==> src/rtl/tcrc_reg_n_pkg.sv <==
// Shared definitions for the bit-serial CRC register: FSM encoding and CAN CRC-15 constants.
package tcrc_reg_n_pkg;

  localparam int          CAN_CRC15_WIDTH = 15;
  localparam logic [14:0] CAN_CRC15_POLY  = 15'h4599;

  typedef enum logic [1:0] {
    ST_IDLE  = 2'd0,
    ST_CALC  = 2'd1,
    ST_SHIFT = 2'd2
  } tcrc_state_e;

endpackage

==> src/rtl/tcrc_lfsr_step.sv <==
// One message bit of a non-reflected CRC: feedback is data XOR register MSB.
module tcrc_lfsr_step #(
  parameter int               WIDTH = 15,
  parameter logic [WIDTH-1:0] POLY  = 15'h4599
) (
  input  logic [WIDTH-1:0] crc_in,
  input  logic             data_in,
  output logic [WIDTH-1:0] crc_out
);

  logic fb;

  assign fb      = data_in ^ crc_in[WIDTH-1];
  assign crc_out = {crc_in[WIDTH-2:0], 1'b0} ^ (fb ? POLY : '0);

endmodule

==> src/rtl/tcrc_reg_n.sv <==
// Bit-serial CRC generator/checker: accumulates in CALC, then shifts the remainder out MSB first.
module tcrc_reg_n
  import tcrc_reg_n_pkg::*;
#(
  parameter int               WIDTH = CAN_CRC15_WIDTH,
  parameter logic [WIDTH-1:0] POLY  = CAN_CRC15_POLY,
  parameter logic [WIDTH-1:0] INIT  = '0
) (
  input  logic             clock,
  input  logic             reset,
  input  logic             enable,
  input  logic             start,
  input  logic             send,
  input  logic             abort,
  input  logic             load,
  input  logic [WIDTH-1:0] preload,
  input  logic             data_in,
  output logic [WIDTH-1:0] crc,
  output logic             crc_zero,
  output logic             tx_bit,
  output logic             busy,
  output logic             done,
  output tcrc_state_e      state_dbg
);

  localparam int CW = $clog2(WIDTH + 1);

  tcrc_state_e      state_q, state_d;
  logic [WIDTH-1:0] crc_q, crc_d;
  logic [CW-1:0]    cnt_q, cnt_d;
  logic             done_q, done_d;
  logic [WIDTH-1:0] crc_step;
  logic             send_ok;
  logic             last_bit;

  tcrc_lfsr_step #(
    .WIDTH (WIDTH),
    .POLY  (POLY)
  ) u_step (
    .crc_in  (crc_q),
    .data_in (data_in),
    .crc_out (crc_step)
  );

  // send only has meaning while accumulating; elsewhere it falls through
  assign send_ok  = send && (state_q == ST_CALC);
  assign last_bit = (cnt_q == CW'(WIDTH - 1));

  always_ff @(posedge clock or negedge reset) begin
    if (!reset) begin
      state_q <= ST_IDLE;
      crc_q   <= INIT;
      cnt_q   <= '0;
      done_q  <= 1'b0;
    end else begin
      state_q <= state_d;
      crc_q   <= crc_d;
      cnt_q   <= cnt_d;
      done_q  <= done_d;
    end
  end

  always_comb begin
    state_d = state_q;
    if (abort) begin
      state_d = ST_IDLE;
    end else if (start) begin
      state_d = ST_CALC;
    end else if (send_ok) begin
      state_d = ST_SHIFT;
    end else if (enable && !load && (state_q == ST_SHIFT) && last_bit) begin
      state_d = ST_IDLE;
    end
  end

  // Register, counter and done pulse; load wins over the per-state update
  always_comb begin
    crc_d  = crc_q;
    cnt_d  = cnt_q;
    done_d = 1'b0;
    if (abort) begin
      cnt_d = '0;
    end else if (start) begin
      crc_d = INIT;
      cnt_d = '0;
    end else if (send_ok) begin
      cnt_d = '0;
    end else if (enable && load) begin
      crc_d = preload;
    end else if (enable) begin
      case (state_q)
        ST_CALC: crc_d = crc_step;
        ST_SHIFT: begin
          crc_d = {crc_q[WIDTH-2:0], 1'b0};
          if (last_bit) begin
            cnt_d  = '0;
            done_d = 1'b1;
          end else begin
            cnt_d = cnt_q + CW'(1);
          end
        end
        default: ;
      endcase
    end
  end

  always_comb begin
    busy      = (state_q == ST_CALC) || (state_q == ST_SHIFT);
    tx_bit    = (state_q == ST_SHIFT) ? crc_q[WIDTH-1] : 1'b0;
    done      = done_q;
    crc       = crc_q;
    crc_zero  = (crc_q == '0);
    state_dbg = state_q;
  end

endmodule

==> config.mk <==
export PLATFORM = sky130hd
export DESIGN_NAME = tcrc_reg_n
export DESIGN_NICKNAME = d
export VERILOG_FILES = /design/src/rtl/tcrc_reg_n_pkg.sv /design/src/rtl/tcrc_lfsr_step.sv /design/src/rtl/tcrc_reg_n.sv
export SDC_FILE = /design/constraint.sdc
export NUM_CORES = 1
export LEC_CHECK = 0
export CAP_MARGIN = 20
export CORE_MARGIN = 2
export CORE_UTILIZATION = 42
export CTS_CLUSTER_SIZE = 40
export DETAILED_ROUTE_END_ITERATION = 10
export PLACE_DENSITY = 0.78
export SLEW_MARGIN = 20
export SYNTH_ARGS = -nofsm -noshare
export SYNTH_HDL_FRONTEND = slang
export SYNTH_SLANG_ARGS = --single-unit
==> constraint.sdc <==
create_clock -name clock -period 1.7 [get_ports clock]
set_input_delay 0.17 -clock clock [delete_from_list [all_inputs] [get_ports clock]]
set_output_delay 0.17 -clock clock [all_outputs]
set_load 0.02 [all_outputs]
==> results.toml <==
[route]
drcViolationCount = 0
wl_mm = 3.90
ant_nets = 0
firstDrtPassIters = 4
wl_per_cell_um = 15.2
drt-vias-per-instance = 5.45
dr.first_iter.drc_count = 57
vias = 1400

[outcome]
run_status = "completed"

[finish]
layout.nets = 239
drive_above_1_share = 0.261
final_core_util = 0.654
final_cell_mix = "clkdlybuf4s50_1, buf_4, dfrtp_1"
syn2layout_area_growth_pct = 50.3
antennaDiodeCount = 0
layout_commonest_cell = "clkdlybuf4s50_1"
fill_cells = 284
layout.cells.non_filler = 257

[worst_setup_path]
path_class = "reg -> reg"
critPathMaxFanout = 10
end_kind = "register"
worstPathRequired_ns = 1.92
crit_path_start_kind = "register"
worstPathArrival_ns = 1.92

[logic_synthesis]
syn_inst = 146
yosysUniqueCellTypes = 38
synth_edf_count = 0
synth.avg_cell_area_um2 = 9.94
synth-seq-cells = 22
synth-async-reset-ratio = 1.00
syn_nets = 173
yosysSeqAreaShare = 0.379
synth_ff_type = "dfrtp_1"
synth_area_um2 = 1450
ys_warn_count = 0

[clock_network]
cts.clk_slew.worst_paths_ns = 0.13
tritoncts = "built"
clk_latency_ns = 0.32
cts.sinks = 22
htreeDepth = 1
clock_path_buffers = 2
cts_root_buf = "clkbuf_4"
numCtsBuffers = 3

[global_routing]
antenna_found_initial = 0
track_usage = 0.206
grt_overflow = 0
grt_pass1_vias = 1433
grt_pass1_wl_mm = 6.45
grt_max_degree = 23

[timing]
fin_ws_ns = 0.00187
tightest_slew_ns = 0.339
period_share = 0.999
relSlewSlack = 0.774
skew_ns = 0.00909
rsz0062_at_grt = "yes"
fmax_mhz = 589
tns_ns = 0
finalHoldViolations = 0
min_period_ns = 1.70
setup_viol = 0
timing.final.max_slew_violations = 0

[placed_design]
hpwl_mm = 3.00
io_buffer_count = 43
post-place-ws_ns = -0.0885
dp.cells = 252
gp_congestion = 0.794

[floorplanning]
die_width_um = 62.8
row_count = 21
initial_core_util = 0.435
core-area_um2 = 3340
ios = 44
die_h_um = 62.8
die_area_um2 = 3940

[pwr]
power_mw = 1.91
p_per_area_nw_per_um2 = 876
power.leakage_nw = 0.928
vdd_drop_max_v = 0.000383

[hold_path]
min_path_type = "in -> async"

[flow_run]
cap_violations = 0
timing repair:
item | in CTS | in global routing
endpoints found under the setup margin | 19 | 19
hold buffers | 0 | 0
endpoints found under the hold margin | 0 | 0
buffers inserted | 0 | 1
resized for setup | 10 | 8
final cells by class:
type,count,area (um2),area share
Sequential cell,22,552,0.253
Timing Repair Buffer,70,642,0.294
Tap cell,46,57.6,0.0264
Clock inverter,1,30.0,0.0138
Inverter,5,18.8,0.00861
Multi-Input combinational cell,110,858,0.394
Clock buffer,3,22.5,0.0103
flip-flops by register name (all words and copies together), names as in the netlist:
name	flops
cnt_q	4
crc	15
done	1
state_dbg	2
cells by family (layout without fill, tap and decap cells):
group | after synthesis | count (layout) | synth area share
simple gates | 45 | 45 | 0.184
compound gates | 44 | 44 | 0.213
flops | 22 | 22 | 0.379
mux | 16 | 16 | 0.117
buf+inv | 14 | 79 | 0.0612
fa+ha+maj | 4 | 4 | 0.0345
xor+xnor | 1 | 1 | 0.0112
Yosys cell counts (2+ instances only):
cell	instances	area, um2
nand2b_1	2	12.5
nor3_1	3	15.0
dfrtp_1	22	551
mux2_1	5	56.3
buf_2	2	10.0
mux2i_1	8	80.1
nor2_1	6	22.5
buf_6	4	45.0
o21ai_1	10	50.1
nand2_1	18	67.6
clkbuf_1	2	7.51
o21ai_0	8	40.0
mux2_2	3	33.8
or3b_1	2	17.5
ha_1	4	50.1
inv_1	5	18.8
a21oi_1	10	50.1
o221ai_2	5	75.1
nor4_1	3	18.8
o2bb2ai_1	6	52.6
path summary, 6_finish.rpt:
check / startpoint / end / slack, ns / cells after the start
worst min register to register: cnt_q[3] / cnt_q[3] / 0.58 / 2
worst min-delay path: reset / state_dbg[1] / 0.19 / 2
worst max-delay path: state_dbg[0] / crc[11] / 0.002 / 7
max in group asynchronous: reset / state_dbg[0] / 1.27 / 2
worst max register to register: state_dbg[0] / crc[11] / 0.002 / 7
min in group clock: send / state_dbg[1] / 0.45 / 3
report_power, final:
| part | switching [mW] | leakage (nW) | total [mW] | internal, mW |
|---|---|---|---|---|
| clock network | 0.168 | 0.0279 | 0.406 | 0.239 |
| logic | 0.418 | 0.604 | 0.862 | 0.443 |
| registers | 0.0511 | 0.296 | 0.643 | 0.592 |
worst max-delay path, cell delays in order, from the launching register on:
cell and delay, ns:
dfrtp_2 0.46, inv_2 0.09, ha_4 0.15, nor3_4 0.05, nor4bb_4 0.35, buf_12 0.19, mux2i_1 0.22, o21ai_1 0.08
per-stage QoR:
| step | area, um2 | hold WS (ns) |
|---|---|---|
| 6_report | 2180 | 0.194 |
| 5_1_grt | 2180 | 0.200 |
| 4_1_cts | 2140 | 0.198 |
| 3_5_place_dp | 2080 | 0.551 |
| 3_3_place_gp | 2080 | 0.529 |
| 2_1_floorplan | 1450 | -0.126 |
per-layer routing:
layer / GRT usage / up-vias / wire length, um / part of all wire
met5: 0 / - / 0 / 0
met4: 0.0861 / 0 / 89 / 0.023
met3: 0.0324 / 9 / 172 / 0.044
met2: 0.359 / 59 / 2030 / 0.52
met1: 0.254 / 664 / 1610 / 0.41
li1: - / 668 / - / -
Power figures use the tool's default switching activity.
